## src/rtl/channel_frame_mux.sv

```systemverilog
`timescale 1ns/1ps
// channel_frame_mux: N-channel sample selector for the BRAM capture path.
// Channel changes are deferred to frame boundaries so a captured frame never
// mixes channels; the first SETTLE samples after every switch are blanked.
//
// state     | meaning
// ----------+-----------------------------------------------------------
// ST_LOAD   | one cycle after reset: latch the requested channel
// ST_SETTLE | drop samples of the new channel while ADC/filter settles
// ST_RUN    | forward samples, frame counting, switch only at o_last
module channel_frame_mux #(
    parameter int NUM_CH    = 4,
    parameter int DW        = 16,
    parameter int FRAME_LEN = 1024,
    parameter int SETTLE    = 8,
    localparam int CW       = $clog2(NUM_CH)
) (
    input  logic                 clk,
    input  logic                 rst_n,
    input  logic [31:0]          i_channel_sel,
    input  logic [NUM_CH*DW-1:0] i_data,
    input  logic [NUM_CH-1:0]    i_valid,
    output logic [DW-1:0]        o_data,
    output logic                 o_valid,
    output logic                 o_last,
    output logic [CW-1:0]        o_cur_ch,
    output logic                 o_sel_err
);

    localparam int SCW = $clog2(FRAME_LEN + 1);
    localparam int STW = (SETTLE > 0) ? $clog2(SETTLE + 1) : 1;
    localparam logic [SCW-1:0] FRAME_LAST  = SCW'(FRAME_LEN - 1);
    localparam logic [STW-1:0] SETTLE_LAST = (SETTLE > 0) ? STW'(SETTLE - 1) : '0;

    typedef enum logic [1:0] {
        ST_LOAD   = 2'd0,
        ST_SETTLE = 2'd1,
        ST_RUN    = 2'd2
    } state_t;

    state_t          state, state_nx;
    logic [SCW-1:0]  sample_cnt, sample_cnt_nx;
    logic [STW-1:0]  settle_cnt, settle_cnt_nx;
    logic [CW-1:0]   cur_ch_nx;
    logic [DW-1:0]   data_nx;
    logic            valid_nx;
    logic            last_nx;

    logic            sel_in_range;
    logic [CW-1:0]   target;
    logic            sample_valid;
    logic [DW-1:0]   sample_data;

    // Full 32-bit range check; out-of-range requests fall back to channel 0.
    always_comb begin
        sel_in_range = (i_channel_sel < 32'(NUM_CH));
        target       = sel_in_range ? i_channel_sel[CW-1:0] : '0;
    end

    // Pick the strobe and sample of the currently routed channel only.
    always_comb begin
        sample_valid = 1'b0;
        sample_data  = '0;
        for (int k = 0; k < NUM_CH; k++) begin
            if (o_cur_ch == CW'(k)) begin
                sample_valid = i_valid[k];
                sample_data  = i_data[k*DW +: DW];
            end
        end
    end

    // Next-state and output decode; o_valid/o_last default to a single-cycle strobe.
    always_comb begin
        state_nx      = state;
        cur_ch_nx     = o_cur_ch;
        sample_cnt_nx = sample_cnt;
        settle_cnt_nx = settle_cnt;
        data_nx       = o_data;
        valid_nx      = 1'b0;
        last_nx       = 1'b0;
        case (state)
            ST_LOAD: begin
                cur_ch_nx     = target;
                settle_cnt_nx = '0;
                sample_cnt_nx = '0;
                state_nx      = (SETTLE == 0) ? ST_RUN : ST_SETTLE;
            end
            ST_SETTLE: begin
                if (sample_valid) begin
                    settle_cnt_nx = settle_cnt + STW'(1);
                    if (settle_cnt == SETTLE_LAST) begin
                        state_nx = ST_RUN;
                    end
                end
            end
            ST_RUN: begin
                if (sample_valid) begin
                    valid_nx = 1'b1;
                    data_nx  = sample_data;
                    if (sample_cnt == FRAME_LAST) begin
                        last_nx       = 1'b1;
                        sample_cnt_nx = '0;
                        // target is only looked at here, so mid-frame changes are lost
                        if (target != o_cur_ch) begin
                            cur_ch_nx     = target;
                            settle_cnt_nx = '0;
                            state_nx      = (SETTLE == 0) ? ST_RUN : ST_SETTLE;
                        end
                    end else begin
                        sample_cnt_nx = sample_cnt + SCW'(1);
                    end
                end
            end
            default: begin
                state_nx = ST_LOAD;
            end
        endcase
    end

    // State, counters and registered outputs; reset drops any partial frame.
    always_ff @(posedge clk or negedge rst_n) begin
        if (!rst_n) begin
            state      <= ST_LOAD;
            sample_cnt <= '0;
            settle_cnt <= '0;
            o_cur_ch   <= '0;
            o_data     <= '0;
            o_valid    <= 1'b0;
            o_last     <= 1'b0;
            o_sel_err  <= 1'b0;
        end else begin
            state      <= state_nx;
            sample_cnt <= sample_cnt_nx;
            settle_cnt <= settle_cnt_nx;
            o_cur_ch   <= cur_ch_nx;
            o_data     <= data_nx;
            o_valid    <= valid_nx;
            o_last     <= last_nx;
            o_sel_err  <= ~sel_in_range;
        end
    end

endmodule

```

## config.mk

```make
export PLATFORM = sky130hd
export DESIGN_NAME = channel_frame_mux
export DESIGN_NICKNAME = d
export VERILOG_FILES = /design/src/rtl/channel_frame_mux.sv
export SDC_FILE = /design/constraint.sdc
export NUM_CORES = 1
export LEC_CHECK = 0
export CORE_MARGIN = 1.5
export CORE_UTILIZATION = 40
export DETAILED_ROUTE_END_ITERATION = 8
export DONT_BUFFER_PORTS = 1
export GPL_ROUTABILITY_DRIVEN = 0
export SYNTH_ARGS = -nofsm -noshare
export SYNTH_HDL_FRONTEND = slang
export SYNTH_SLANG_ARGS = --single-unit
```

## constraint.sdc

```tcl
create_clock -name clk -period 2.61 [get_ports clk]
set_input_delay 0.261 -clock clk [delete_from_list [all_inputs] [get_ports clk]]
set_output_delay 0.261 -clock clk [all_outputs]
set_load 0.05 [all_outputs]
```

==> Yosys cells after proc, flatten, opt, wreduce, memory -nomap -nowiden <==
Index checks and enable logic that the tools add are counted.
{ "totals": {"out_inout_bits": 21, "inputBits": 102, "elab_cells": 66, "ff_bits": 38} }
{ "op_classes": {"n_eq_ne": 13, "magnitude_cmp": 1, "add_sub_neg": 2, "bitwise": 1, "reduce_logical": 9, "muxes": 32} }
{ "ops": {"columns": ["op", "n"], "rows": [
  ["$mux W16", 4],
  ["$lt A32 B3 Y1 const B", 1],
  ["$mux W11", 2],
  ["$pmux W11 S2", 1],
  ["$mux W2", 9],
  ["$mux W4", 4],
  ["$pmux W4 S3", 1],
  ["$add A11 B1 Y11 const B", 1],
  ["$eq A11 B10 Y1 const B", 1],
  ["$ne A2 B2 Y1 const B", 5],
  ["$reduce_and A5 Y1", 2],
  ["$mux W1", 9],
  ["$eq A2 B2 Y1 const B", 3],
  ["$pmux W2 S3", 1],
  ["$add A4 B1 Y4 const B", 1],
  ["$eq A2 B1 Y1 const B", 2],
  ["$eq A4 B3 Y1 const B", 1],
  ["$logic_not A2 Y1", 2],
  ["$pmux W2 S2", 1],
  ["$reduce_and A2 Y1", 2],
  ["$reduce_and A4 Y1", 1],
  ["$reduce_bool A3 Y1", 1],
  ["$ne A2 B2 Y1", 1],
  ["$reduce_bool A2 Y1", 1],
  ["$not A1 Y1", 1]
]} }

==> Longest topological paths before layout <==
Gate-level depths: netlist of run 1.
{ "logic_depth": {"ltp_word": 7, "mapped_depth": 7, "ltp_nobuf": 6} }

==> Least setup slack after synthesis of run 1 <==
Ideal clock, no wire load.
{ "synth_path": {"path_type": "reg-to-reg", "start": "register o_cur_ch[0]", "end": "register o_data[10]", "arrival_ns": 1.993, "setup_time_ns": 0.125, "t_required_ns": 2.485, "stages_incl_launch_ff": 5, "path_slack_ns": 0.493, "cell_sequence": "dfrtp_1 > buf_4 > buf_2 > mux4_2 > mux2_2"} }
{ "synth_via": {"elab_chain_len": 6} }
{ "synth_rtl": {"columns": ["item", "line_no", "source"], "rows": [
  ["from (decl)", "26", "output logic [CW-1:0] o_cur_ch,"],
  ["from (signal assigned)", "135", "o_cur_ch <= cur_ch_nx;"],
  ["$logic_not A2 Y1", "65", "if (o_cur_ch == CW'(k)) begin"],
  ["$mux W1 (4 in series)", "65", null],
  ["$reduce_and A2 Y1 (no source line)", null, null],
  ["to (signal assigned)", "136", "o_data <= data_nx;"],
  ["to (decl)", "23", "output logic [DW-1:0] o_data,"]
]} }
Parallel ways exist; a longest one is shown, timed or not.
A chain may end at the register's enable or synchronous reset.

==> Worst setup path in the final report of run 1 <==
{ "layout_path": {"start": "register o_cur_ch[0]", "end": "register o_data[8]"} }
The elaborated chain is that of the path after synthesis.

==> results.yml, run 1 <==
final_layout:
  final_cell_mix: "37 x dfrtp_1, 17 x mux4_2, 16 x mux2_2, 16 x o21ai_0, 15 x nor2_1"
  area_growth_pct: 11.6
  stdcell_count: 274
  mostFrequentLayoutCell: "dfrtp_1"
  final_nets: 307
  multi_input_area_um2: 1190
  regArea_um2: 952
  final_util_pct: 47.4
  diodes: 0
  drive_above_1_share_pct: 26.0
  nFillCells: 470
min_path:
  worstHoldEndpoint: "o_cur_ch[1]$_DFFE_PN0P_"
  hp-class: "input pin to flop"
  min_from: "i_channel_sel[1]"
  whs_path_depth: 2
global_route:
  grt-ovfl-total: 0
  antenna_found_initial: 0
  track_usage_pct: 17.1
  grt_first_pass_wirelength_mm: 7.98
  grt_max_degree: 39
  grt_pass1_vias: 1664
power:
  total_power_w: 0.00157
  p_per_area_nw_per_um2: 634
  p_int_w: 0.00114
  switchingPower_w: 0.000434
  irDropWorstVdd_mv: 0.214
  swShare_pct: 27.6
  combPwrFrac_pct: 9.9
  p_leak_nw: 0.924
  p_seq_share_pct: 51.3
  power.clock.fraction_pct: 38.7
worst_setup_path:
  r2r.worst_path.cells: 3
  endpoint_kind: "flop"
  r2r-end: "o_data[8]$_DFFE_PN0P_"
  max_stage_delay_ns: 0.64
  crit_chain: "mux4_2, nand2_2, mux2_2"
  path_max_fanout: 19
  arrival_ns: 2.10
  ff2ff_setup_slack_ns: 0.68
  cp-start-kind: "flop"
  required_ns: 2.78
  r2r_start: "o_cur_ch[0]$_DFFE_PN0P_"
  critPathSlowestCell: "mux4_2"
  criticalPathCategory: "flop to flop"
synth:
  ys_ff_latch: 38
  yosys_warnings: 0
  synth-simple-area-share_pct: 14.9
  synth_fa_ha_area_share_pct: 1.13
  synth_top_family_by_area: "multiplexers"
  synth_compound_area_share_pct: 12.4
  seq_area_frac_synth_pct: 42.8
  synth_nets: 302
  syn-cell-area_um2: 2220
  synth.distinct_cells: 35
  synth.area.mux_share_pct: 25.3
  synthXorXnorAreaFrac_pct: 0
  syn_avg_cell_area_um2: 11.2
  synthCells: 198
cts:
  cts_max_path_buffers: 2
  clock_latency_ns: 0.29
  tritoncts: "done"
  cts-root-buf: "clkbuf_8"
  cts_resized: 0
  htree_levels: 2
  cts.sink_count: 38
  clk_pin_slew_ns: 0.08
  cts_made_buffers: 5
timing:
  relSlewSlack_pct: 67.6
  slew_violations: 0
  fin_setup_tns_ns: 0
  rsz0062_at_grt: "false"
  finalWorstSetupSlack_ns: 0.682
  hold_viol: 0
  fin_crit_sh_pct: 73.9
  worstMarginPinSlew_ns: 0.485
  fmax_mhz: 519
  fin_skew_ns: 0.00674
  fin_crit_ns: 1.93
  setup_viol: 0
drt:
  drtIter0Drc: 112
  drtPass1Iterations: 4
  wire_per_inst_um: 17.7
  drt.antenna.violating_nets: 0
  drc: 0
  vias_per_cell: 6.03
  num_vias: 1651
  routed_wl_mm: 4.85
floorplan:
  fp.dieW_um: 77.6
  initial_core_util_pct: 42.5
  core_area_um2: 5240
  dieArea_um2: 6010
  rows: 26
  io_pins: 123
  die_h_um: 77.6
place:
  dp_cells: 264
  hpwl_mm: 3.73
  place_ws_ns: 0.673
  place.port_buffers: 0
run_status:
  status: "finished, final reports clean"
flow_run:
  cap_violations: 0
repair_timing:
| action | in CTS | in global routing |
|---|---|---|
| setup buffers | 0 | 0 |
| hold endpoints to repair | 38 | 0 |
| hold buffers | 2 | 0 |
flip-flops by register name (all words and copies together), names as in the netlist:
register,flops
o_data,16
state,2
o_cur_ch,2
o_valid,1
settle_cnt,4
o_sel_err,1
o_last,1
sample_cnt,11
per-layer routing:
layer  vias to the layer above  track usage (%)  share of wire [%]
met5                         -                0                  0
met4                         0             6.00               0.91
met3                         4             4.35                6.8
met2                        81             28.7                 52
met1                       793             21.3                 41
li1                        773                -                  -
logic make-up (layout without fill, tap and decap cells):
logic type | after synthesis | after routing
buf+inv | 18 | 24
simple gates | 64 | 64
fa+ha+maj | 2 | 2
flops | 38 | 38
compound gates | 43 | 43
mux | 33 | 33
power groups by stage:
stage	registers [W]	clock network, W	logic (W)
4_1_cts	0.000806	0.000623	0.000159
2_1_floorplan	0.000800	0	0.000122
3_5_place_dp	0.000816	0	0.000143
6_report	0.000808	0.000610	0.000156
5_1_grt	0.000821	0.000646	0.000184
3_3_place_gp	0.000818	0	0.000137
through the flow:
step | instance area (µm²) | hold WS, ns
CTS | 2480 | 0.160
floorplan | 2220 | -0.0346
finish | 2480 | 0.167
detailed placement | 2310 | -0.0325
global placement | 2310 | -0.0325
global route | 2480 | 0.179
synthesized netlist by cell type:
library cell  instances  area, µm²
buf_4                 1       7.51
mux4_2               17        383
nand2_1              12       45.0
nor4_2                1       12.5
a21oi_1               4       20.0
and3_1                3       18.8
a41oi_1               4       35.0
o21ai_0              16       80.1
nand4_1               5       31.3
clkbuf_1              3       11.3
o21ai_1               1       5.00
nor2b_1               2       12.5
nor3b_1               1       7.51
or4_1                 1       7.51
or3_1                 1       6.26
nand2_2               1       6.26
buf_1                 1       3.75
nor4_1                7       43.8
o41ai_1               1       8.76
o32ai_1               1       8.76
dfrtp_1              38        951
buf_2                 5       25.0
o21a_1                2       15.0
a31oi_1               5       31.3
inv_1                 8       30.0
nand3_1               7       35.0
nor2_1               15       56.3
nand2b_1              3       18.8
or2_2                 1       6.26
mux2_2               16        180
ha_1                  2       25.0
o211ai_2              1       12.5
nor3_1                3       15.0
o31ai_1               8       60.1
nand3b_1              1       7.51
worst max-delay path, delay by kind of cell (launching register included):
kind          cells  cell delay [ns]
mux               2             1.03
simple gates      1             0.40
flops             1             0.37
worst max-delay path by stage:
stage,start,endpoint,slack [ns],cells after the start
floorplan,o_cur_ch[0]$_DFFE_PN0P_,o_data[10]$_DFFE_PN0P_,0.49,4
global placement,o_cur_ch[0]$_DFFE_PN0P_,sample_cnt[5]$_DFFE_PN0P_,0.70,5
detailed placement,o_cur_ch[0]$_DFFE_PN0P_,sample_cnt[5]$_DFFE_PN0P_,0.67,5
CTS,o_cur_ch[0]$_DFFE_PN0P_,sample_cnt[5]$_DFFE_PN0P_,0.66,5
global route,sample_cnt[1]$_DFFE_PN0P_,sample_cnt[5]$_DFFE_PN0P_,0.50,7
finish,o_cur_ch[0]$_DFFE_PN0P_,o_data[8]$_DFFE_PN0P_,0.68,3
final cells by class:
cell class | count | share of cell area [%]
Timing Repair Buffer | 8 | 3.02
Clock inverter | 2 | 2.42
Inverter | 8 | 1.21
Clock buffer | 6 | 3.33
Sequential cell | 38 | 38.4
Multi-Input combinational cell | 142 | 48.1
Tap cell | 70 | 3.53
Power figures use the tool's default switching activity.
==> inputs of run 2 (changes only) <==
==> constraint.sdc (replaced) <==
create_clock -name clk -period 1.8 [get_ports clk]
set_input_delay 0.18 -clock clk [delete_from_list [all_inputs] [get_ports clk]]
set_output_delay 0.18 -clock clk [all_outputs]
set_load 0.05 [all_outputs]
==> results.yml, run 2 (same netlist as run 1, synthesis figures left out) <==
final_layout:
  top_register: "o_data"
  area_growth_pct: 16.9
  diodes: 0
  final_cell_mix: "36 x dfrtp_1, 17 x mux4_2, 17 x buf_4"
  mostFrequentLayoutCell: "dfrtp_1"
  drive_above_1_share_pct: 35.9
  reg_top3: "o_data: 16 flops, sample_cnt: 11 flops, settle_cnt: 4 flops"
  largest_reg_flops: 16
  final_nets: 320
  stdcell_count: 287
drt:
  drc: 0
  drtIter0Drc: 94
  routed_wl_mm: 5.37
  drt.antenna.violating_nets: 0
  wire_per_inst_um: 18.7
  num_vias: 1727
  drtPass1Iterations: 4
  vias_per_cell: 6.02
cts:
  cts.sink_count: 38
  cts_max_path_buffers: 2
  clock_latency_ns: 0.29
  clk_pin_slew_ns: 0.08
  htree_levels: 2
  tritoncts: "done"
  cts_made_buffers: 5
  cts-root-buf: "clkbuf_8"
place:
  place_ws_ns: 0.0295
  place.port_buffers: 0
  hpwl_mm: 4.14
  dp_cells: 276
global_route:
  grt_max_degree: 39
  grt_pass1_vias: 1689
  grt-ovfl-total: 0
  antenna_found_initial: 0
  grt_first_pass_wirelength_mm: 8.17
  track_usage_pct: 17.5
power:
  irDropWorstVdd_mv: 0.317
  p_per_area_nw_per_um2: 772
  p_leak_nw: 0.978
  total_power_w: 0.00201
timing:
  fmax_mhz: 576
  fin_crit_ns: 1.74
  finalWorstSetupSlack_ns: 0.0624
  hold_viol: 0
  relSlewSlack_pct: 67.8
  fin_skew_ns: 0.0108
  rsz0062_at_grt: "true"
  setup_viol: 0
  fin_crit_sh_pct: 96.5
  hold_ws_ns: 0.0971
  worstMarginPinSlew_ns: 0.483
  slew_violations: 0
floorplan:
  rows: 26
  fp.dieW_um: 77.6
  die_h_um: 77.6
  core_area_um2: 5240
  dieArea_um2: 6010
  initial_core_util_pct: 42.5
  io_pins: 123
min_path:
  hp-class: "input pin to flop"
  whs_path_depth: 2
  min_from: "i_channel_sel[1]"
  worstHoldEndpoint: "o_cur_ch[1]$_DFFE_PN0P_"
worst_setup_path:
  criticalPathCategory: "flop to flop"
  arrival_ns: 1.90
  ff2ff_setup_slack_ns: 0.06
  r2r_start: "o_cur_ch[0]$_DFFE_PN0P_"
  cp-start-kind: "flop"
  r2r-end: "o_data[8]$_DFFE_PN0P_"
  path_max_fanout: 17
  critPathLaunch: "o_cur_ch[0]$_DFFE_PN0P_"
  r2r.worst_path.cells: 3
  endpoint_kind: "flop"
  required_ns: 1.96
run_status:
  status: "finished, final reports clean"
flow_run:
  cap_violations: 0
==> run 2: report_power, final <==
group / internal (W) / switching [W]
Combinational: 0.000164 / 0.000137
Clock: 0.000268 / 0.000285
Sequential: 0.000941 / 0.000209
==> run 2: critical path: stages (launching register included) <==
cell and delay (ns):
dfrtp_2 0.38, mux4_2 0.61, nand2_4 0.26, mux2_2 0.38
==> run 2: layout make-up <==
class | instances | area, µm²
Fill cell | 486 | 2640
Multi-Input combinational cell | 142 | 1260
Sequential cell | 38 | 953
Timing Repair Buffer | 21 | 180
Tap cell | 70 | 87.6
Clock buffer | 6 | 72.6
Inverter | 8 | 30.0
Clock inverter | 2 | 10.0
==> run 2: timing repair <==
item	CTS	global route
gates resized for setup	0	15
endpoints found under the setup margin	0	27
setup buffers	0	1
hold buffers	2	0
hold endpoints to repair	38	0
==> run 2: stage by stage <==
step                      utilization [%]  setup TNS (ns)  cell area [µm²]
after floorplan                         -          -0.634             2250
after global placement               46.2               0             2420
after detailed placement             46.2               0             2420
after CTS                            48.3               0             2530
after global routing                 49.6         -0.0580             2600
final                                49.6               0             2600
==> run 2: worst max-delay path by stage <==
stage / to / slack (ns) / cells after the start
2_1_floorplan: o_data[10]$_DFFE_PN0P_ / -0.08 / 4
3_3_place_gp: sample_cnt[5]$_DFFE_PN0P_ / 0.06 / 4
3_5_place_dp: o_data[4]$_DFFE_PN0P_ / 0.03 / 3
4_1_cts: sample_cnt[7]$_DFFE_PN0P_ / 0.008 / 7
5_1_grt: sample_cnt[10]$_DFFE_PN0P_ / -0.03 / 5
6_report: o_data[8]$_DFFE_PN0P_ / 0.06 / 3
==> run 2: layer usage <==
metal  track usage [%]  up-vias  part of all wire (%)
met2              31.2       84                    53
met5                 0        -                     0
met4              5.09        0                   1.4
li1                  -      806                     -
met3              4.12        6                   6.2
met1              21.0      831                    40
==> inputs of run 3 (changes only) <==
--- a/config.mk
+++ b/config.mk
@@ -7,6 +7,7 @@
 export LEC_CHECK = 0
 export CORE_MARGIN = 1.5
 export CORE_UTILIZATION = 40
+export CTS_CLUSTER_SIZE = 10
 export DETAILED_ROUTE_END_ITERATION = 8
 export DONT_BUFFER_PORTS = 1
 export GPL_ROUTABILITY_DRIVEN = 0
==> constraint.sdc (replaced) <==
create_clock -name clk -period 1.6 [get_ports clk]
set_input_delay 0.16 -clock clk [delete_from_list [all_inputs] [get_ports clk]]
set_output_delay 0.16 -clock clk [all_outputs]
set_load 0.05 [all_outputs]
==> results.yml, run 3 (same netlist as run 1, synthesis figures left out) <==
run_status:
  status: "complete, but fails checks"
  failed_checks: "setup timing"
final_layout:
  mostFrequentLayoutCell: "dfrtp_1"
  final_nets: 336
  top_register: "o_data"
  final_cell_mix: "36 x dfrtp_1, 28 x buf_4, 17 x mux4_2"
  largest_reg_flops: 16
  area_growth_pct: 29.1
  fin_area_um2: 2870
  reg_top3: "o_data: 16 flops, sample_cnt: 11 flops, settle_cnt: 4 flops"
  diodes: 0
  drive_above_1_share_pct: 47.2
global_route:
  busiest_layer: "met2"
  grt-ovfl-total: 0
  use_met1_pct: 23.9
  use_met3_pct: 5.41
  antenna_found_initial: 0
  grt_pass1_vias: 1970
  grtUsageMet2_pct: 35.5
  grt_first_pass_wirelength_mm: 9.59
  track_usage_pct: 20.7
  grt_max_degree: 39
worst_setup_path:
  criticalPathCategory: "flop to flop"
  crit_chain: "mux4_2, buf_6, a41oi_2, o21ai_1, a41oi_1"
  critPathSlowestCell: "mux4_2"
  cp-start-kind: "flop"
  cp_top_family: "multiplexers"
  path_max_fanout: 5
  arrival_ns: 1.89
  max_stage_delay_ns: 0.62
  required_ns: 1.81
  endpoint_kind: "flop"
  crit_buf_inv: 1
cts:
  cts_max_path_buffers: 2
  htree_levels: 2
  clk_pin_slew_ns: 0.08
  cts.sink_count: 38
  cts_made_buffers: 5
  tritoncts: "done"
  clock_latency_ns: 0.30
  cts-root-buf: "clkbuf_8"
drt:
  routed_wl_mm: 6.05
  drtIter0Drc: 90
  drc: 0
  drtPass1Iterations: 5
  drt.antenna.violating_nets: 0
  wire_per_inst_um: 20.0
  num_vias: 1868
  vias_per_cell: 6.17
floorplan:
  io_pins: 123
  fp.dieW_um: 77.6
  rows: 26
  initial_core_util_pct: 42.5
  dieArea_um2: 6010
  core_area_um2: 5240
  die_h_um: 77.6
place:
  hpwl_mm: 4.61
  place_area_um2: 2550
  place.port_buffers: 0
power:
  swShare_pct: 32.2
  total_power_w: 0.00247
  p_int_w: 0.00168
  p_seq_share_pct: 51.2
  p_per_area_nw_per_um2: 860
  p_leak_nw: 1.11
  power.clock.fraction_pct: 28.5
  switchingPower_w: 0.000794
  irDropWorstVdd_mv: 0.566
  combPwrFrac_pct: 20.3
min_path:
  hp-class: "input pin to flop"
timing:
  fin_skew_ns: 0.00604
  finalWorstSetupSlack_ns: -0.0818
  setup_viol: 34
  slew_violations: 0
  fin_setup_tns_ns: -1.69
  hold_viol: 0
  relSlewSlack_pct: 66.1
  worstMarginPinSlew_ns: 0.509
  fmax_mhz: 595
  fin_crit_ns: 1.68
  fin_crit_sh_pct: 105
  rsz0062_at_grt: "true"
flow_run:
  cap_violations: 0
==> run 3: timing repair <==
| action | 4_1_cts | 5_1_grt |
|---|---|---|
| pin swaps | 7 | 11 |
| gates resized for setup | 13 | 27 |
| hold buffers | 2 | 0 |
| setup buffers | 0 | 7 |
| gates cloned | 1 | 0 |
| endpoints found under the hold margin | 38 | 0 |
| setup endpoints to repair | 33 | 35 |
==> run 3: final timing paths <==
check                                      startpoint                    endpoint  slack [ns]  cells after the start
setup / recovery              o_cur_ch[0]$_DFFE_PN0P_   settle_cnt[3]$_DFFE_PN0P_       -0.08                      5
hold / removal                       i_channel_sel[1]     o_cur_ch[1]$_DFFE_PN0P_        0.05                      2
setup reg to reg              o_cur_ch[0]$_DFFE_PN0P_   settle_cnt[3]$_DFFE_PN0P_       -0.08                      5
hold reg to reg            sample_cnt[10]$_DFFE_PN0P_  sample_cnt[10]$_DFFE_PN0P_        0.49                      1
max in group asynchronous                       rst_n     o_cur_ch[0]$_DFFE_PN0P_        1.07                      2
min in group asynchronous                       rst_n   sample_cnt[9]$_DFFE_PN0P_        0.31                      2
==> run 3: layer usage <==
layer  wire, µm  share of wire (%)
met1       2340                 39
met2       3100                 51
met3        446                7.4
met4        158                2.6
met5          0                  0
==> run 3: final cells by class <==
type,count,area [µm²]
fillers,445,2370
clock buffers,6,82.6
flip-flops and latches,38,953
well taps,70,87.6
repair buffers,37,313
inverters,8,30.0
multi-input cells,142,1390
clock inverters,2,12.5
==> run 3: per-stage QoR <==
step / setup slack [ns] / hold slack (ns) / cells / util (%)
floorplan: -0.251 / -0.136 / 198 / -
global placement: -0.0836 / -0.134 / 285 / 48.6
detailed placement: -0.133 / -0.135 / 285 / 48.6
CTS: -0.0786 / 0.0472 / 296 / 52.2
global route: -0.181 / 0.0819 / 303 / 54.8
finish: -0.0818 / 0.0531 / 303 / 54.8
==> run 3: power by group through the flow <==
stage | Combinational, W | Sequential (W) | Clock [W]
after floorplan | 0.000230 | 0.00131 | 0
after CTS | 0.000460 | 0.00126 | 0.000723
final | 0.000502 | 0.00126 | 0.000703
after global routing | 0.000554 | 0.00128 | 0.000767
after global placement | 0.000401 | 0.00128 | 0
after detailed placement | 0.000419 | 0.00128 | 0
